<file path="src/rtl/uart_pkg.sv">
// Shared UART types and constants: transmitter state encoding and data-length codes.
package uart_pkg;

  localparam int UART_DATA_W = 8;

  localparam logic [1:0] UART_DBITS_5 = 2'd0;
  localparam logic [1:0] UART_DBITS_6 = 2'd1;
  localparam logic [1:0] UART_DBITS_7 = 2'd2;
  localparam logic [1:0] UART_DBITS_8 = 2'd3;

  typedef enum logic [2:0] {
    IDLE,
    START,
    DATA,
    PARITY,
    STOP
  } tx_state_t;

  // Index of the final data bit for a given length code (5 bits -> 4 ... 8 bits -> 7).
  function automatic logic [2:0] last_bit_idx(input logic [1:0] dbits);
    return 3'(dbits) + 3'd4;
  endfunction

endpackage

</file>
<file path="src/rtl/uart_baud_gen.sv">
// Bit-time generator: one-cycle tick every i_div+1 clocks, restartable via i_clear.
module uart_baud_gen #(
  parameter int W = 16
) (
  input  logic         i_clk,
  input  logic         i_nrst,
  input  logic         i_clear,
  input  logic [W-1:0] i_div,
  output logic         o_tick
);

  logic [W-1:0] cnt;

  assign o_tick = (cnt == i_div);

  always_ff @(posedge i_clk or negedge i_nrst) begin
    if (!i_nrst) begin
      cnt <= '0;
    end else if (i_clear || o_tick) begin
      cnt <= '0;
    end else begin
      cnt <= cnt + W'(1);
    end
  end

endmodule

</file>
<file path="src/rtl/uart_tx.sv">
// UART transmitter: pops bytes from a FWFT FIFO and serialises them as
// start / 5-8 data (LSB first) / optional parity / 1-2 stop bit frames.
//
//   state  | meaning
//   IDLE   | line high, waiting for enable and a valid FIFO word
//   START  | start bit (line low) for one bit time
//   DATA   | shifting data bits out, LSB first
//   PARITY | parity bit over the transmitted data bits
//   STOP   | one or two stop bits (line high); may chain straight into START
module uart_tx
  import uart_pkg::*;
#(
  parameter int BAUD_DIV_W = 16,
  parameter int DATA_W     = 8
) (
  input  logic                  i_clk,
  input  logic                  i_nrst,
  input  logic                  i_enable,
  input  logic [BAUD_DIV_W-1:0] i_baud_div,
  input  logic [1:0]            i_data_bits,
  input  logic                  i_parity_en,
  input  logic                  i_parity_odd,
  input  logic                  i_stop2,
  input  logic                  i_fifo_valid,
  input  logic [DATA_W-1:0]     i_fifo_data,
  output logic                  o_fifo_rd_req,
  output logic                  o_tx,
  output logic                  o_busy,
  output logic                  o_tx_done
);

  tx_state_t                  state, state_nx;
  logic [UART_DATA_W-1:0]     shreg, shreg_nx;
  logic                       par, par_nx;
  logic                       tx_nx;
  logic [2:0]                 bit_cnt;
  logic                       stop_cnt;
  logic [BAUD_DIV_W-1:0]      lat_div;
  logic [1:0]                 lat_dbits;
  logic                       lat_par_en, lat_odd, lat_stop2;
  logic                       tick, baud_clear, frame_end, can_pop;

  // Gated by reset so no pop strobe is offered while the flops cannot take the word.
  assign can_pop    = i_enable && i_fifo_valid && i_nrst;
  assign frame_end  = (state == STOP) && tick && (stop_cnt == lat_stop2);
  assign baud_clear = (state_nx != state) || (state == IDLE);
  assign o_busy     = (state != IDLE);

  uart_baud_gen #(.W(BAUD_DIV_W)) u_baud_gen (
    .i_clk   (i_clk),
    .i_nrst  (i_nrst),
    .i_clear (baud_clear),
    .i_div   (lat_div),
    .o_tick  (tick)
  );

  always_ff @(posedge i_clk or negedge i_nrst) begin
    if (!i_nrst) begin
      state      <= IDLE;
      shreg      <= '0;
      par        <= 1'b0;
      o_tx       <= 1'b1;
      bit_cnt    <= '0;
      stop_cnt   <= 1'b0;
      lat_div    <= '0;
      lat_dbits  <= UART_DBITS_8;
      lat_par_en <= 1'b0;
      lat_odd    <= 1'b0;
      lat_stop2  <= 1'b0;
    end else begin
      state <= state_nx;
      shreg <= shreg_nx;
      par   <= par_nx;
      o_tx  <= tx_nx;
      if (o_fifo_rd_req) begin
        lat_div    <= i_baud_div;
        lat_dbits  <= i_data_bits;
        lat_par_en <= i_parity_en;
        lat_odd    <= i_parity_odd;
        lat_stop2  <= i_stop2;
      end
      if (state_nx != state) begin
        bit_cnt  <= '0;
        stop_cnt <= 1'b0;
      end else begin
        if (state == DATA && tick) bit_cnt <= bit_cnt + 3'd1;
        if (state == STOP && tick) stop_cnt <= 1'b1;
      end
    end
  end

  always_comb begin
    state_nx = state;
    case (state)
      IDLE:    if (can_pop) state_nx = START;
      START:   if (tick) state_nx = DATA;
      DATA: begin
        if (tick && bit_cnt == last_bit_idx(lat_dbits))
          state_nx = lat_par_en ? PARITY : STOP;
      end
      PARITY:  if (tick) state_nx = STOP;
      STOP:    if (frame_end) state_nx = can_pop ? START : IDLE;
      default: state_nx = IDLE;
    endcase
  end

  // Line value is computed for the state being entered so o_tx can be registered.
  always_comb begin
    o_fifo_rd_req = ((state == IDLE) || frame_end) && can_pop;
    o_tx_done     = frame_end;
    shreg_nx      = shreg;
    par_nx        = par;
    if (o_fifo_rd_req) begin
      shreg_nx = i_fifo_data[UART_DATA_W-1:0];
      par_nx   = 1'b0;
    end else if (state == DATA && tick) begin
      shreg_nx = shreg >> 1;
      par_nx   = par ^ shreg[0];
    end
    case (state_nx)
      START:   tx_nx = 1'b0;
      DATA:    tx_nx = shreg_nx[0];
      PARITY:  tx_nx = par_nx ^ lat_odd;
      default: tx_nx = 1'b1;
    endcase
  end

endmodule

</file>
<file path="config.mk">
export PLATFORM = sky130hd
export DESIGN_NAME = uart_tx
export DESIGN_NICKNAME = d
export VERILOG_FILES = /design/src/rtl/uart_pkg.sv /design/src/rtl/uart_baud_gen.sv /design/src/rtl/uart_tx.sv
export SDC_FILE = /design/constraint.sdc
export NUM_CORES = 1
export LEC_CHECK = 0
export CORE_MARGIN = 4
export CORE_UTILIZATION = 50
export DETAILED_ROUTE_END_ITERATION = 6
export PLACE_DENSITY = 0.75
export SYNTH_ARGS = -nofsm -noshare
export SYNTH_HDL_FRONTEND = slang
export SYNTH_SLANG_ARGS = --single-unit
export TNS_END_PERCENT = 10
</file>
<file path="constraint.sdc">
create_clock -name i_clk -period 6.6 [get_ports i_clk]
set_clock_uncertainty 0.1 [all_clocks]
set_input_delay 0.66 -clock i_clk [delete_from_list [all_inputs] [get_ports i_clk]]
set_output_delay 0.66 -clock i_clk [all_outputs]
set_load 0.01 [all_outputs]
</file>
==> flow_summary.json, run 1 <==
{
  "rsz0062_at_grt": "false",
  "ys_ff_latch": 54,
  "gp_congestion": 0.8145,
  "worstRegToRegCells": 9,
  "synth_async_sr_flop_share_pct": 100.0,
  "clock.fmax_mhz": 288.0,
  "cts.reportedPaths.clkPinSlew_ns": 0.09,
  "fin_nets": 349,
  "dieArea_um2": 6571,
  "synth-adder-area-share_pct": 0.9376,
  "ios": 37,
  "antenna_left": 0,
  "row_count": 26,
  "dp_hpwl_um": 3692,
  "synth_cell_type_count": 46,
  "hp-class": "input pin to asynchronous set/reset pin",
  "cp.required_ns": 5.84,
  "p_leak_uw": 0.001513,
  "vias": 1973,
  "path_max_fanout": 12,
  "numCtsBuffers": 5,
  "synth-simple-area-share_pct": 24.05,
  "postCtsSetupBuffers": 0,
  "start_util_pct": 51.92,
  "drt_iter0_markers": 79,
  "outcome": "completed",
  "cp-start-kind": "flip-flop",
  "cp_data_arrival_time_ns": 2.71,
  "grt.total_usage_pct": 17.89,
  "worst_slew_pin_slew_ns": 0.7307,
  "seq_area_frac_synth_pct": 50.77,
  "cts_tree": "done",
  "core_um2": 5140,
  "synthesis.yosys.warnings": 0,
  "cts_hold_buf": 0,
  "grt_pass1_vias": 1921,
  "r2r_end": "bit_cnt[0]",
  "timing.rr.start": "u_baud_gen.cnt[0]",
  "cts.sinks": 54,
  "wl_um": 5236,
  "grt_max_degree": 56,
  "hold_slack_ns": 0.3504,
  "diodes": 0,
  "final-setup-viol-count": 0,
  "dr.pass1.iters": 4,
  "die_h_um": 81.06,
  "syn_area_per_cell_um2": 9.498,
  "avgViaCountPerCell": 5.125,
  "synth_edf_count": 0,
  "synth_top_family_by_area": "simple AND/OR/NAND/NOR gates",
  "clk_latency_ns": 0.32,
  "portBuffers": 36,
  "ir_worst_vdd_v": 0.0001534,
  "antenna_found_initial": 0,
  "hold_viol": 0,
  "overflow": 0,
  "clock_path_buffers": 2,
  "fin_tns_setup_ns": 0,
  "htree_levels": 2,
  "drc_errors": 0,
  "final_util_pct": 61.71,
  "post-route-min-period_ns": 3.472,
  "route.detailed.wl_per_inst_um": 13.60,
  "slew_headroom_pct": 51.08,
  "crit_type": "flip-flop to output port",
  "clockRootBuffer": "clkbuf_8",
  "syn_inst": 281,
  "cts_resized": 0,
  "synth_compound_area_share_pct": 6.985,
  "syn_nets": 316,
  "filler_cell_count": 476,
  "max_cap_viol_count": 0,
  "syn_area_um2": 2669,
  "area_growth_pct": 18.85,
  "r2r_slack_ns": 3.70,
  "critPathCaptureType": "output port",
  "synthFlopType": "dfrtp_1",
  "die_w_um": 81.06,
  "min_period_over_period_pct": 52.61,
  "grt_first_pass_wirelength_um": 9087,
  "drive_gt1_share_pct": 6.984,
  "synth_xor_area_share_pct": 11.81,
  "powerDensity_nw_per_um2": 319.2,
  "slew_violations": 0,
  "synthMuxAreaShare_pct": 1.922
}
[per-stage QoR]
| step | total power (uW) | worst slack (ns) | instance area (um^2) | cells |
|---|---|---|---|---|
| 2_1_floorplan | 705.7 | 4.112 | 2669 | 281 |
| 4_1_cts | 1022 | 3.119 | 3172 | 385 |
| 3_3_place_gp | 781.2 | 3.256 | 3055 | 377 |
| 5_1_grt | 1086 | 2.988 | 3172 | 385 |
| 3_5_place_dp | 791.8 | 3.234 | 3055 | 377 |
| 6_report | 1012 | 3.128 | 3172 | 385 |
[critical path: stages, from the launching register on]
cell             delay, ns
dfrtp_1               0.46
xor2_1                0.17
nor4_1                0.45
and4_4                0.42
or2b_1                0.26
nor2_1                0.09
clkdlybuf4s50_1       0.55
[layer usage]
metal  global-route usage [%]  vias to the layer above  part of all wire, %
li1                         -                      995                    -
met1                    26.92                      929                   49
met2                    26.03                       44                   45
met3                    3.437                        5                  4.6
met4                    5.574                        0                  1.4
met5                        0                        -                    0
[sequential cells by signal, summed over array words and instances, names as in the netlist]
register        count
o_tx                1
state               3
u_baud_gen.cnt     16
lat_odd             1
lat_par_en          1
bit_cnt             3
shreg               8
par                 1
lat_dbits           2
lat_div            16
stop_cnt            1
lat_stop2           1
[Yosys cell counts, types with 2 or more instances]
| library cell | number | area share, % |
|---|---|---|
| ha_1 | 2 | 0.94 |
| xor2_1 | 24 | 7.9 |
| dfrtp_1 | 51 | 48 |
| mux2i_1 | 4 | 1.5 |
| a31oi_1 | 2 | 0.47 |
| buf_6 | 2 | 0.84 |
| inv_1 | 6 | 0.84 |
| nand2_1 | 76 | 11 |
| buf_2 | 5 | 0.94 |
| nor4_1 | 6 | 1.4 |
| a22oi_1 | 4 | 1.1 |
| nor2_1 | 27 | 3.8 |
| or3_1 | 2 | 0.47 |
| xnor2_1 | 12 | 3.9 |
| and3_1 | 5 | 1.2 |
| nand3_1 | 9 | 1.7 |
| a21oi_1 | 2 | 0.38 |
| nand4_1 | 3 | 0.70 |
| o21ai_1 | 3 | 0.56 |
| dfstp_2 | 3 | 3.0 |
| nand2b_1 | 2 | 0.47 |
| o21ai_0 | 6 | 1.1 |
| clkbuf_1 | 2 | 0.28 |
[how the worst max path moves through the flow]
stage | start | to | slack, ns
4_1_cts | u_baud_gen.cnt[1] | o_tx_done | 3.12
6_report | u_baud_gen.cnt[1] | o_tx_done | 3.13
5_1_grt | u_baud_gen.cnt[1] | o_tx_done | 2.99
3_3_place_gp | i_nrst | o_fifo_rd_req | 3.26
2_1_floorplan | u_baud_gen.cnt[1] | o_tx_done | 4.11
3_5_place_dp | i_nrst | o_fifo_rd_req | 3.23
[where the power goes]
group          internal [uW]  switching, uW  total (uW)  leakage (uW)
registers                437           89.8         527      0.000692
clock network            124            106         230     0.0000585
logic                    128            127         256      0.000762
total                    689            323        1010       0.00151
[layout make-up]
type,instances,area (um^2),share of cell area (%)
clock inverter,1,30.03,0.9467
multi-input combinational,209,1220,38.46
clock buffer,7,86.33,2.722
inverter,6,22.52,0.7101
timing repair buffer,38,370.4,11.68
sequential,54,1355,42.72
tap,70,87.58,2.761
[cell families after synthesis]
| group | Yosys count |
|---|---|
| muxes | 5 |
| DFF | 54 |
| and+or+nand+nor | 140 |
| buffers and inverters | 18 |
| xor gates and xnor gates | 36 |
| adders and majority gates | 2 |
| AOI/OAI and AO/OA | 26 |
[layout by cell type, fill, tap and decap left out, drive strengths merged, types with 2 or more instances in the layout]
cell / instances
a22oi: 4
nor4: 6
nand4: 3
xor2: 24
ha: 2
or3: 3
a31oi: 2
and3: 6
a21oi: 3
clkdlybuf4s50: 35
clkbuf: 7
nand3: 9
dfrtp: 51
dfstp: 3
nand2: 76
nor3: 2
mux2i: 4
inv: 6
xnor2: 12
nor2: 27
buf: 3
and4: 2
nand2b: 2
o21ai: 9
(Power assumes the default switching activity.)
==> run 2: changes to the inputs <==
==> constraint.sdc (replaced) <==
create_clock -name i_clk -period 3.6 [get_ports i_clk]
set_clock_uncertainty 0.1 [all_clocks]
set_input_delay 0.36 -clock i_clk [delete_from_list [all_inputs] [get_ports i_clk]]
set_output_delay 0.36 -clock i_clk [all_outputs]
set_load 0.01 [all_outputs]
==> flow_summary.json, run 2 (synthesis gave the netlist of run 1 again) <==
{
  "outcome": "completed",
  "rsz0062_at_grt": "false",
  "path_max_fanout": 22,
  "ir_worst_vdd_v": 0.0002760,
  "hold_viol": 0,
  "filler_cell_count": 490,
  "crit_type": "flip-flop to output port",
  "numCtsBuffers": 5,
  "overflow": 0,
  "critPathSlowestCell": "clkdlybuf4s50_1",
  "clockRootBuffer": "clkbuf_8",
  "final-setup-viol-count": 0,
  "wl_um": 5361,
  "regArea_um2": 1355,
  "gp_congestion": 0.8280,
  "postCtsSetupBuffers": 0,
  "crit_family": "buffers and inverters",
  "hold_slack_ns": 0.1307,
  "post-route-min-period_ns": 3.214,
  "dp_hpwl_um": 3998,
  "clk_latency_ns": 0.31,
  "grt_first_pass_wirelength_um": 9266,
  "portBuffers": 36,
  "slew_violations": 0,
  "drive_gt1_share_pct": 7.256,
  "antenna_found_initial": 0,
  "cts_resized": 0,
  "combPwrFrac_pct": 25.9,
  "internal_power_uw": 1246,
  "grt_pass1_vias": 2038,
  "dp_cells": 379,
  "critPathBufInv": 3,
  "fin_nets": 351,
  "start_util_pct": 51.92,
  "worst_slack_ns": 0.3863,
  "hp-class": "input pin to asynchronous set/reset pin",
  "row_count": 26,
  "max_cap_viol_count": 0,
  "layout_commonest_cell": "nand2_1",
  "min_period_over_period_pct": 89.27,
  "slew_headroom_pct": 56.92,
  "die_w_um": 81.06,
  "most-common-layout-cells": "nand2_1 (76), dfrtp_1 (51), clkdlybuf4s50_1 (35)",
  "met2WireLength_um": 2442,
  "clock_path_buffers": 2,
  "grt.total_usage_pct": 18.40,
  "clkPwrFrac_pct": 21.5,
  "avgViaCountPerCell": 5.062,
  "drc_errors": 0,
  "cts.sinks": 54,
  "route.detailed.wl_per_inst_um": 13.85,
  "cp_data_arrival_time_ns": 2.75,
  "vias": 1959,
  "cts_hold_buf": 0,
  "worst_slew_pin_slew_ns": 0.6462,
  "grt_max_degree": 55,
  "critPathCaptureType": "output port",
  "dr.pass1.iters": 4,
  "area_growth_pct": 19.03,
  "p_switching_uw": 593.2,
  "drt_iter0_markers": 116,
  "switching_share_pct": 32.25,
  "cts_tree": "done",
  "dieArea_um2": 6571,
  "antenna_left": 0,
  "multiInputGateArea_um2": 1220,
  "powerDensity_nw_per_um2": 579.1,
  "fin_tns_setup_ns": 0,
  "crit_chain": "xor2_1 -> nor4_1 -> and4_4 -> a21oi_4 -> inv_1 -> buf_4 -> clkdlybuf4s50_1",
  "p_seq_share_pct": 52.6,
  "m1WireLength_um": 2543,
  "reg_top3": "lat_div x16, u_baud_gen.cnt x16, shreg x8",
  "final_util_pct": 61.81,
  "core_um2": 5140,
  "cp.required_ns": 3.14,
  "cp-start-kind": "flip-flop",
  "diodes": 0,
  "ios": 37,
  "final_cells": 387,
  "clock.fmax_mhz": 311.2,
  "htree_levels": 2,
  "die_h_um": 81.06,
  "met3_length_um": 246,
  "highest_layer": "met4",
  "cts.reportedPaths.clkPinSlew_ns": 0.10,
  "slowest_delay_ns": 0.56,
  "p_leak_uw": 0.001517,
  "dp_slack_ns": 0.7319
}
## run 2: cell count changes in the layout (fill, tap and decap cells not counted)
cell      change
clkbuf_8      -1
clkbuf_1      +1
buf_4         +2
## run 2: layout make-up
cell class,count,share of cell area (%)
Clock buffer,7,2.403
Clock inverter,1,0.9453
Inverter,6,0.7089
Multi-Input combinational cell,209,38.40
Sequential cell,54,42.65
Tap cell,70,2.757
Timing Repair Buffer,40,12.13
## run 2: routing by layer
layer	vias up	GRT usage (%)
met2	38	29.15
met3	11	3.548
met4	0	7.601
met1	921	24.79
met5	-	0
li1	989	-
## run 2: worst paths after layout
check                                       start            end  slack, ns  depth (start not counted)
worst max-delay path            u_baud_gen.cnt[0]  o_fifo_rd_req       0.39                          7
worst min-delay path                       i_nrst     lat_div[5]       0.13                          2
max in group asynchronous                  i_nrst       stop_cnt       2.83                          2
worst min register to register       lat_dbits[0]   lat_dbits[0]       0.37                          2
worst max register to register           state[0]     bit_cnt[0]       0.85                          9
min in group i_clk                   lat_dbits[0]   lat_dbits[0]       0.37                          2
## run 2: metrics by stage
step	power (uW)	area (um^2)
after floorplan	1294	2669
after global placement	1440	3070
after detailed placement	1459	3070
after CTS	1860	3177
after global routing	1985	3177
final	1840	3177
## run 2: power groups by stage
stage,clock [uW],sequential [uW],combinational (uW)
finish,395,967,477
global route,435,992,559
CTS,408,967,485
detailed placement,0,978,481
global placement,0,971,469
floorplan,0,923,371
